==> src/rtl/key_pkg.sv <==
// Shared definitions for the key debouncer: FSM state type, default
// filter length and a helper that maps a state onto the debounced level.
package key_pkg;

  // 20 ms of stable input at a 50 MHz system clock.
  localparam int KEY_CNT_MAX_DEFAULT = 1_000_000;

  // Depth of the input synchronizer in front of the filter.
  localparam int KEY_SYNC_STAGES = 2;

  typedef enum logic [1:0] {
    IDLE           = 2'd0,
    PRESS_FILTER   = 2'd1,
    PRESSED        = 2'd2,
    RELEASE_FILTER = 2'd3
  } key_state_e;

  // Debounced (active-low) key level implied by a filter state: the key
  // counts as pressed from the moment a press is confirmed until the
  // matching release is confirmed.
  function automatic logic key_level(input key_state_e s);
    return !((s == PRESSED) || (s == RELEASE_FILTER));
  endfunction

endpackage

==> src/rtl/key_sync.sv <==
// Multi-flop synchronizer for the raw asynchronous key input. All stages
// reset to the released level so no spurious press appears out of reset.
module key_sync #(
  parameter int   STAGES  = 2,
  parameter logic RST_VAL = 1'b1
) (
  input  logic i_clk,
  input  logic i_rst,
  input  logic i_d,
  output logic o_q
);

  logic [STAGES-1:0] r_sync;

  // Shift the raw input through the synchronizer chain.
  always_ff @(posedge i_clk) begin
    if (i_rst) begin
      r_sync <= {STAGES{RST_VAL}};
    end else begin
      r_sync <= {r_sync[STAGES-2:0], i_d};
    end
  end

  assign o_q = r_sync[STAGES-1];

endmodule

==> src/rtl/key_filter.sv <==
// Mechanical key debouncer. The synchronized key level must hold for
// CNT_MAX consecutive cycles before a press or release is accepted.
// key_out is the debounced active-low level; key_flag strobes for one
// cycle on each confirmed press. Both outputs are registered, so they
// trail the state change that confirms a press/release by one cycle.
module key_filter
  import key_pkg::*;
#(
  parameter int CNT_MAX = KEY_CNT_MAX_DEFAULT
) (
  input  logic sys_clk,
  input  logic sys_rst,
  input  logic key_in,
  output logic key_out,
  output logic key_flag
);

  localparam int            CW       = $clog2(CNT_MAX);
  localparam logic [CW-1:0] CNT_LAST = CW'(CNT_MAX - 1);
  localparam logic [CW-1:0] CNT_ONE  = CW'(1);

  logic          w_key_s;
  key_state_e    r_state;
  key_state_e    w_state_next;
  logic [CW-1:0] r_cnt;
  logic [CW-1:0] w_cnt_next;
  logic          r_key_out;
  logic          r_key_flag;
  logic          w_key_out_next;
  logic          w_key_flag_next;

  key_sync #(
    .STAGES  (KEY_SYNC_STAGES),
    .RST_VAL (1'b1)
  ) u_sync (
    .i_clk (sys_clk),
    .i_rst (sys_rst),
    .i_d   (key_in),
    .o_q   (w_key_s)
  );

  // State and stability counter registers.
  always_ff @(posedge sys_clk) begin
    if (sys_rst) begin
      r_state <= IDLE;
      r_cnt   <= '0;
    end else begin
      r_state <= w_state_next;
      r_cnt   <= w_cnt_next;
    end
  end

  // Next-state and counter logic: the count holds the number of
  // consecutive samples seen at the candidate level, and any sample at
  // the old level sends the filter back without changing the output.
  always_comb begin
    w_state_next = r_state;
    w_cnt_next   = r_cnt;
    case (r_state)
      IDLE: begin
        if (!w_key_s) begin
          w_state_next = PRESS_FILTER;
          w_cnt_next   = CNT_ONE;
        end else begin
          w_cnt_next   = '0;
        end
      end
      PRESS_FILTER: begin
        if (w_key_s) begin
          w_state_next = IDLE;
          w_cnt_next   = '0;
        end else if (r_cnt == CNT_LAST) begin
          w_state_next = PRESSED;
          w_cnt_next   = '0;
        end else begin
          w_cnt_next   = r_cnt + CNT_ONE;
        end
      end
      PRESSED: begin
        if (w_key_s) begin
          w_state_next = RELEASE_FILTER;
          w_cnt_next   = CNT_ONE;
        end else begin
          w_cnt_next   = '0;
        end
      end
      RELEASE_FILTER: begin
        if (!w_key_s) begin
          w_state_next = PRESSED;
          w_cnt_next   = '0;
        end else if (r_cnt == CNT_LAST) begin
          w_state_next = IDLE;
          w_cnt_next   = '0;
        end else begin
          w_cnt_next   = r_cnt + CNT_ONE;
        end
      end
      default: begin
        w_state_next = IDLE;
        w_cnt_next   = '0;
      end
    endcase
  end

  // Output decode: key_out follows the state's debounced level. The flag
  // fires in the first PRESSED cycle after a confirmed press, recognised
  // by r_key_out still showing released; re-entering PRESSED from
  // RELEASE_FILTER finds r_key_out already low, so bounce on release
  // never produces a second strobe.
  always_comb begin
    w_key_out_next  = key_level(r_state);
    w_key_flag_next = (r_state == PRESSED) && r_key_out;
  end

  // Output registers, forced to the released/idle values in reset so a
  // reset mid-filter or while pressed never leaks a strobe.
  always_ff @(posedge sys_clk) begin
    if (sys_rst) begin
      r_key_out  <= 1'b1;
      r_key_flag <= 1'b0;
    end else begin
      r_key_out  <= w_key_out_next;
      r_key_flag <= w_key_flag_next;
    end
  end

  assign key_out  = r_key_out;
  assign key_flag = r_key_flag;

  // key_flag is a single-cycle strobe.
  a_flag_single : assert property (
    @(posedge sys_clk) disable iff (sys_rst) key_flag |=> !key_flag
  );

  // A strobe is only ever issued together with a pressed level.
  a_flag_pressed : assert property (
    @(posedge sys_clk) disable iff (sys_rst) key_flag |-> !key_out
  );

endmodule
==> config.mk <==
export PLATFORM = sky130hd
export DESIGN_NAME = key_filter
export DESIGN_NICKNAME = d
export VERILOG_FILES = /design/src/rtl/key_pkg.sv /design/src/rtl/key_sync.sv /design/src/rtl/key_filter.sv
export SDC_FILE = /design/constraint.sdc
export NUM_CORES = 1
export LEC_CHECK = 0
export ABC_AREA = 1
export CAP_MARGIN = 10
export CORE_MARGIN = 2
export CORE_UTILIZATION = 55
export CTS_CLUSTER_SIZE = 14
export DETAILED_ROUTE_END_ITERATION = 7
export PLACE_DENSITY = 0.84
export SLEW_MARGIN = 5
export SYNTH_ARGS = -nofsm -noshare
export SYNTH_HDL_FRONTEND = slang
export SYNTH_HIERARCHICAL = 1
export SYNTH_SLANG_ARGS = --single-unit
==> constraint.sdc <==
create_clock -name sys_clk -period 2.51 [get_ports sys_clk]
set_input_delay 0.6275 -clock sys_clk [delete_from_list [all_inputs] [get_ports sys_clk]]
set_output_delay 0.6275 -clock sys_clk [all_outputs]
set_load 0.01 [all_outputs]
==> Word level (Yosys, flattened, before mapping) <==
Cells that the tools add are included.
{ "op_classes": {"n_reduce_logical": 5, "eq_ne": 8, "muxes": 13, "addsub": 1} }
{ "ops": {"columns": ["operator", "count"], "rows": [
  ["$pmux W20 S4", 1],
  ["$mux W20", 3],
  ["$add A20 B1 Y20 const B", 1],
  ["$eq A20 B20 Y1 const B", 1],
  ["$mux W2", 6],
  ["$pmux W2 S4", 1],
  ["$eq A2 B2 Y1 const B", 2],
  ["$reduce_and A4 Y1", 1],
  ["$ne A3 B2 Y1 const B", 1],
  ["$ne A3 B3 Y1 const B", 1],
  ["$eq A2 B1 Y1 const B", 1],
  ["$logic_not A2 Y1", 1],
  ["$mux W1", 2],
  ["$ne A2 B1 Y1 const B", 1],
  ["$ne A2 B2 Y1 const B", 1],
  ["$logic_and A1 B1 Y1", 1],
  ["$logic_not A1 Y1", 1],
  ["$logic_or A1 B1 Y1", 1]
]} }
{ "word_totals": {"elab_cells": 32, "reg_bits": 26} }

==> Depth between registers and ports, before layout <==
Gate-level depths: netlist (run 1).
{ "logic_depth": {"word_depth": 4, "depth_mapped": 10, "ltp_nobuf": 10} }

==> Cells and area by module <==
The synthesis (run 1) kept the hierarchy.
{ "modules_own_cells": {"columns": ["module", "area_each_um2", "instances", "cells_each"], "rows": [
  ["key_filter", 1243.7, 1, 171],
  ["key_sync", 58.8, 1, 7]
]} }

==> Least setup slack after synthesis (run 1) <==
Ideal clock, no wire load.
{ "synth_timing": {"kind": "register to register", "startpoint": "reg r_cnt[0]", "endpoint": "reg r_cnt[8]", "arrival_time_ns": 1.219, "setup_time_ns": 0.119, "stages_incl_launch_ff": 8, "synth_period_minus_slack_ns": 1.339, "slack_ns": 1.171, "path_buffers": 1, "path_cell_list": "dfxtp_1 > ha_1 > nand3_2 > nor2_1 > nand3_2 > nand3_4 > buf_6 > nor3_1"} }
{ "synth_via": {"elab_chain_len": 4, "word_cells_on_any_way": 6} }
{ "synth_rtl": {"columns": ["element", "line", "rtl"], "rows": [
  ["from (decl)", "key_filter.sv:25", "logic [CW-1:0] r_cnt;"],
  ["from (signal assigned)", "key_filter.sv:49", "r_cnt <= w_cnt_next;"],
  ["$add A20 B1 Y20 or $eq A20 B20 Y1 (tied branches)", null, null],
  ["$mux W20 (*)", "key_filter.sv:72, key_filter.sv:91", null],
  ["$mux W20 (on tied branches)", "key_filter.sv:88, key_filter.sv:69", null],
  ["$pmux W20 S4 (*)", "key_filter.sv:59", "case (r_state)"]
]} }
Mark *: on every way between the ends. The rest lies on a longest branch, timed or not.
A chain may end at the register's enable or synchronous reset.

==> Worst setup path in the final report (run 1) <==
{ "layout_timing": {"startpoint": "reg r_key_out, in the netlist key_out", "endpoint": "out key_out"} }
{ "layout_lines": {"columns": ["element", "line", "rtl"], "rows": [
  ["from (decl)", "key_filter.sv:27", "logic r_key_out;"],
  ["from (signal assigned)", "key_filter.sv:122", "r_key_out <= w_key_out_next;"],
  ["to (decl)", "key_filter.sv:14", "output logic key_out,"]
]} }
No word-level cell between the ends.

==> results of run 1 <==
state kept, by name, indices dropped and copies added (netlist names), named ones only:
signal	cells
key_out	1
u_sync/r_sync	2
key_flag	1
r_cnt	20
r_state	1
worst min path at each step:
stage | from | endpoint | slack [ns] | depth (start not counted)
after floorplan | u_sync/r_sync[0]$_SDFF_PP1_ | u_sync/r_sync[1]$_SDFF_PP1_ | 0.39 | 2
final | u_sync/r_sync[0]$_SDFF_PP1_ | u_sync/r_sync[1]$_SDFF_PP1_ | 0.44 | 2
after detailed placement | u_sync/r_sync[0]$_SDFF_PP1_ | u_sync/r_sync[1]$_SDFF_PP1_ | 0.40 | 2
after global placement | u_sync/r_sync[0]$_SDFF_PP1_ | u_sync/r_sync[1]$_SDFF_PP1_ | 0.40 | 2
after CTS | u_sync/r_sync[0]$_SDFF_PP1_ | u_sync/r_sync[1]$_SDFF_PP1_ | 0.44 | 2
after global routing | u_sync/r_sync[0]$_SDFF_PP1_ | u_sync/r_sync[1]$_SDFF_PP1_ | 0.48 | 2
cell families after synthesis:
logic type,synth area share [%]
flip-flops,40.0
buffers and inverters,8.07
AO/OA/AOI/OAI,3.17
AND/OR/NAND/NOR,43.8
XOR/XNOR,4.04
adder cells (fa/ha/maj),0.960
power by group:
part | leakage (nW) | internal, W | switching [W] | total [W]
logic | 0.320 | 0.00000619 | 0.00000745 | 0.0000136
registers | 0.210 | 0.000416 | 0.00000172 | 0.000418
clock network | 0.0210 | 0.0000886 | 0.000122 | 0.000211
through the flow:
step,std cells,hold slack (ns),cell area [µm²]
after floorplan,178,0.387,1300
after global placement,209,0.398,1370
after detailed placement,209,0.401,1370
after CTS,213,0.441,1400
after global routing,213,0.482,1400
final,213,0.440,1400
per-layer routing:
layer | wire length, µm | share of wire, % | vias up
li1 | - | - | 563
met1 | 1010 | 44 | 495
met2 | 1150 | 50 | 15
met3 | 93 | 4.1 | 4
met4 | 21 | 0.92 | 0
met5 | 0 | 0 | -
cells in the final DEF (no fill, tap or decap):
| cell | synthesis | layout |
|---|---|---|
| a31oi_1 | 1 | 1 |
| nand3_2 | 3 | 3 |
| nand2_4 | 2 | 2 |
| or2_1 | 1 | 1 |
| inv_2 | 2 | 2 |
| nand2_2 | 4 | 4 |
| nand3b_1 | 1 | 1 |
| nor3b_2 | 1 | 1 |
| o21ai_0 | 3 | 3 |
| clkdlybuf4s50_1 | 0 | 4 |
| xnor2_1 | 3 | 3 |
| inv_1 | 23 | 23 |
| a21oi_1 | 4 | 4 |
| nand2_1 | 35 | 35 |
| nand4_1 | 2 | 2 |
| nand3_1 | 5 | 5 |
| xor2_1 | 3 | 3 |
| clkbuf_4 | 0 | 3 |
| clkbuf_8 | 0 | 1 |
| nor2_4 | 5 | 5 |
| nand3_4 | 1 | 1 |
| nor2_1 | 34 | 34 |
| nor2_2 | 5 | 5 |
| nor3b_1 | 2 | 2 |
| dfxtp_1 | 26 | 26 |
| nor3_1 | 10 | 10 |
| ha_1 | 1 | 1 |
layout make-up:
class                   count  share of cell area (%)
multi-input cells         126                    48.3
flip-flops and latches     26                    37.1
inverters                  25                    6.69
repair buffers              4                    2.85
clock buffers               4                    2.59
well taps                  28                    2.50
==> results.md, run 1 <==
- CTS buffer count: 3
- Outcome: finished clean
- Routability Congestion: about 0.88
- Post_cts resized: 0
- Initial DRC Count: 23
- Max Cap Violations: 0
- Met3 usage: 3.71%
- Max Slew Vio Count: 0
- Synth top area cells: dfxtp_1 (40%), nand2_1 (10%), nor2_1 (9.8%)
- Met1 Usage GRT: 21.8%
- Crit-path max cell delay: 0.55 ns
- Netlist cell types: 25
- Top_reg_cell synth: dfxtp_1
- Yosys warnings: 6
- Syn Std Cell Area: 1300 µm²
- Buf/Inv on CP: 1
- I/O Buffers: 4
- Syn avg cell area: 7.32 µm²
- Largest net degree at the start of global routing: 18
- PwrDens: 458 nW/µm²
- Core area: 2230 µm²
- Hpwl dp: around 1.8 mm
- Register area: roughly 520 µm²
- Worst R2R Path Depth: 8
- RSZ-0062 raised after global routing: no
- Worst-Margin Slew: 0.233 ns
- Final Skew: approximately 0.004 ns
- Critical path class: flop to output pin
- Critical Path AT: between 1 and 1.5 ns
- Slew margin rel.: a little over four fifths
- Clk pin slew, worst setup/hold paths: 0.14 ns
- Final setup vio count: 0
- Die height: 52.7 µm
- Min-Delay Path Class: flop to flop
- Cell taking the most area after synthesis: dfxtp_1
- End point of the critical path: key_out
- Slowest-stage cell, CP: clkdlybuf4s50_1
- Final worst slack: 0.655 ns
- Antenna-violating nets left: 0
- Grt total ovfl: 0
- Crit path time final: 1.86 ns
- Post-synthesis async set-or-reset flop share: 0%
- Row count: 17
- DRC errors left: 0
- Setup crit end kind: output pin
- Pre-CTS setup slack: 0.602 ns
- Die Wd: 52.7 µm
- Setup crit start kind: flop
- Top-area cell type share of the netlist area: 40.0%
- Post-cts hold buffer count: 0
- Syn Nets: 182
- First-pass DRT Iterations: 4
- Final hold viol count: 0
- Post-Synthesis Cells: 178
- GR peak layer: met2
- Final WL: 2.28 mm
- Vias in the first global route: 1015
- Fin crit share: 73.9%
- P_leak: 0.551 nW
- Sequential area share after synthesis: 40.0%
- Setup tns final: 0 ns
- CTS Buffer Depth: 2
- Synth Register Bits: 26
- Fmax: 539 MHz
- Filler cells: 222
- Crit path required time: 1.88 ns
- RR Endpoint: r_cnt[16]$_SDFF_PP0_
- Synth top cells by count: nand2_1 (35), nor2_1 (34), dfxtp_1 (26)
- Post-layout util: between 60% and 70%
- Reg2reg start: r_cnt[0]$_SDFF_PP0_
- Die area: ~2800 µm²
- Top-count cell post-synth: nand2_1
- Delay-heaviest family, CP: buffers and inverters
- Post-synth EDFFs: 0
- GRT Util Overall: 19.3%
- First-pass GRT wire length: roughly 4 mm
- DR vias/cell: about 5.1
- WL/cell: 10.7 µm
- # IOs: 5
- Total power: between 0.0006 and 0.0007 W
- R2R setup slack: 0.92 ns
- TritonCTS clock tree: done
- CP startpoint: key_out$_SDFF_PP1_
- Critical path peak fanout: 2
- Worst vdd ir: 0.000390 V
- Post-CTS Setup Inserts: 0
- Initial Utilization: 58.3%
- Vias: 1077
- Cell count along the critical path: 1
- Worst skew pair latency: between 0.3 and 0.4 ns
- GRT met2 Usage: a little over a third
- NumNets Final: 190
- Layout cells sized above 1: 14.6%
- CP Cell Sequence: clkdlybuf4s50_1
- Initial antenna violation count: 0
- Clock Sinks: 26
- Root Driver: clkbuf_4
- Area of the multi-input gates: 677 µm²
- H-tree depth: 1
- Layout area overhead: 7.69%
- Diode count: 0
(Power assumes the default switching activity.)
==> run 2, diff against run 1 <==
==> constraint.sdc (replaced) <==
create_clock -name sys_clk -period 1.9 [get_ports sys_clk]
set_input_delay 0.475 -clock sys_clk [delete_from_list [all_inputs] [get_ports sys_clk]]
set_output_delay 0.475 -clock sys_clk [all_outputs]
set_load 0.01 [all_outputs]
==> results of run 2 <==
Same layout as run 1 (identical final DEF). Status: finished clean.
Main changes from that run: setup slack after placement 0.602 ns -> 0.145 ns; setup slack after layout 0.655 ns -> 0.197 ns; register-to-register setup slack 0.92 ns -> 0.31 ns; total power 0.000642 W -> 0.000848 W; worst IR drop on VDD 0.000390 V -> 0.000515 V
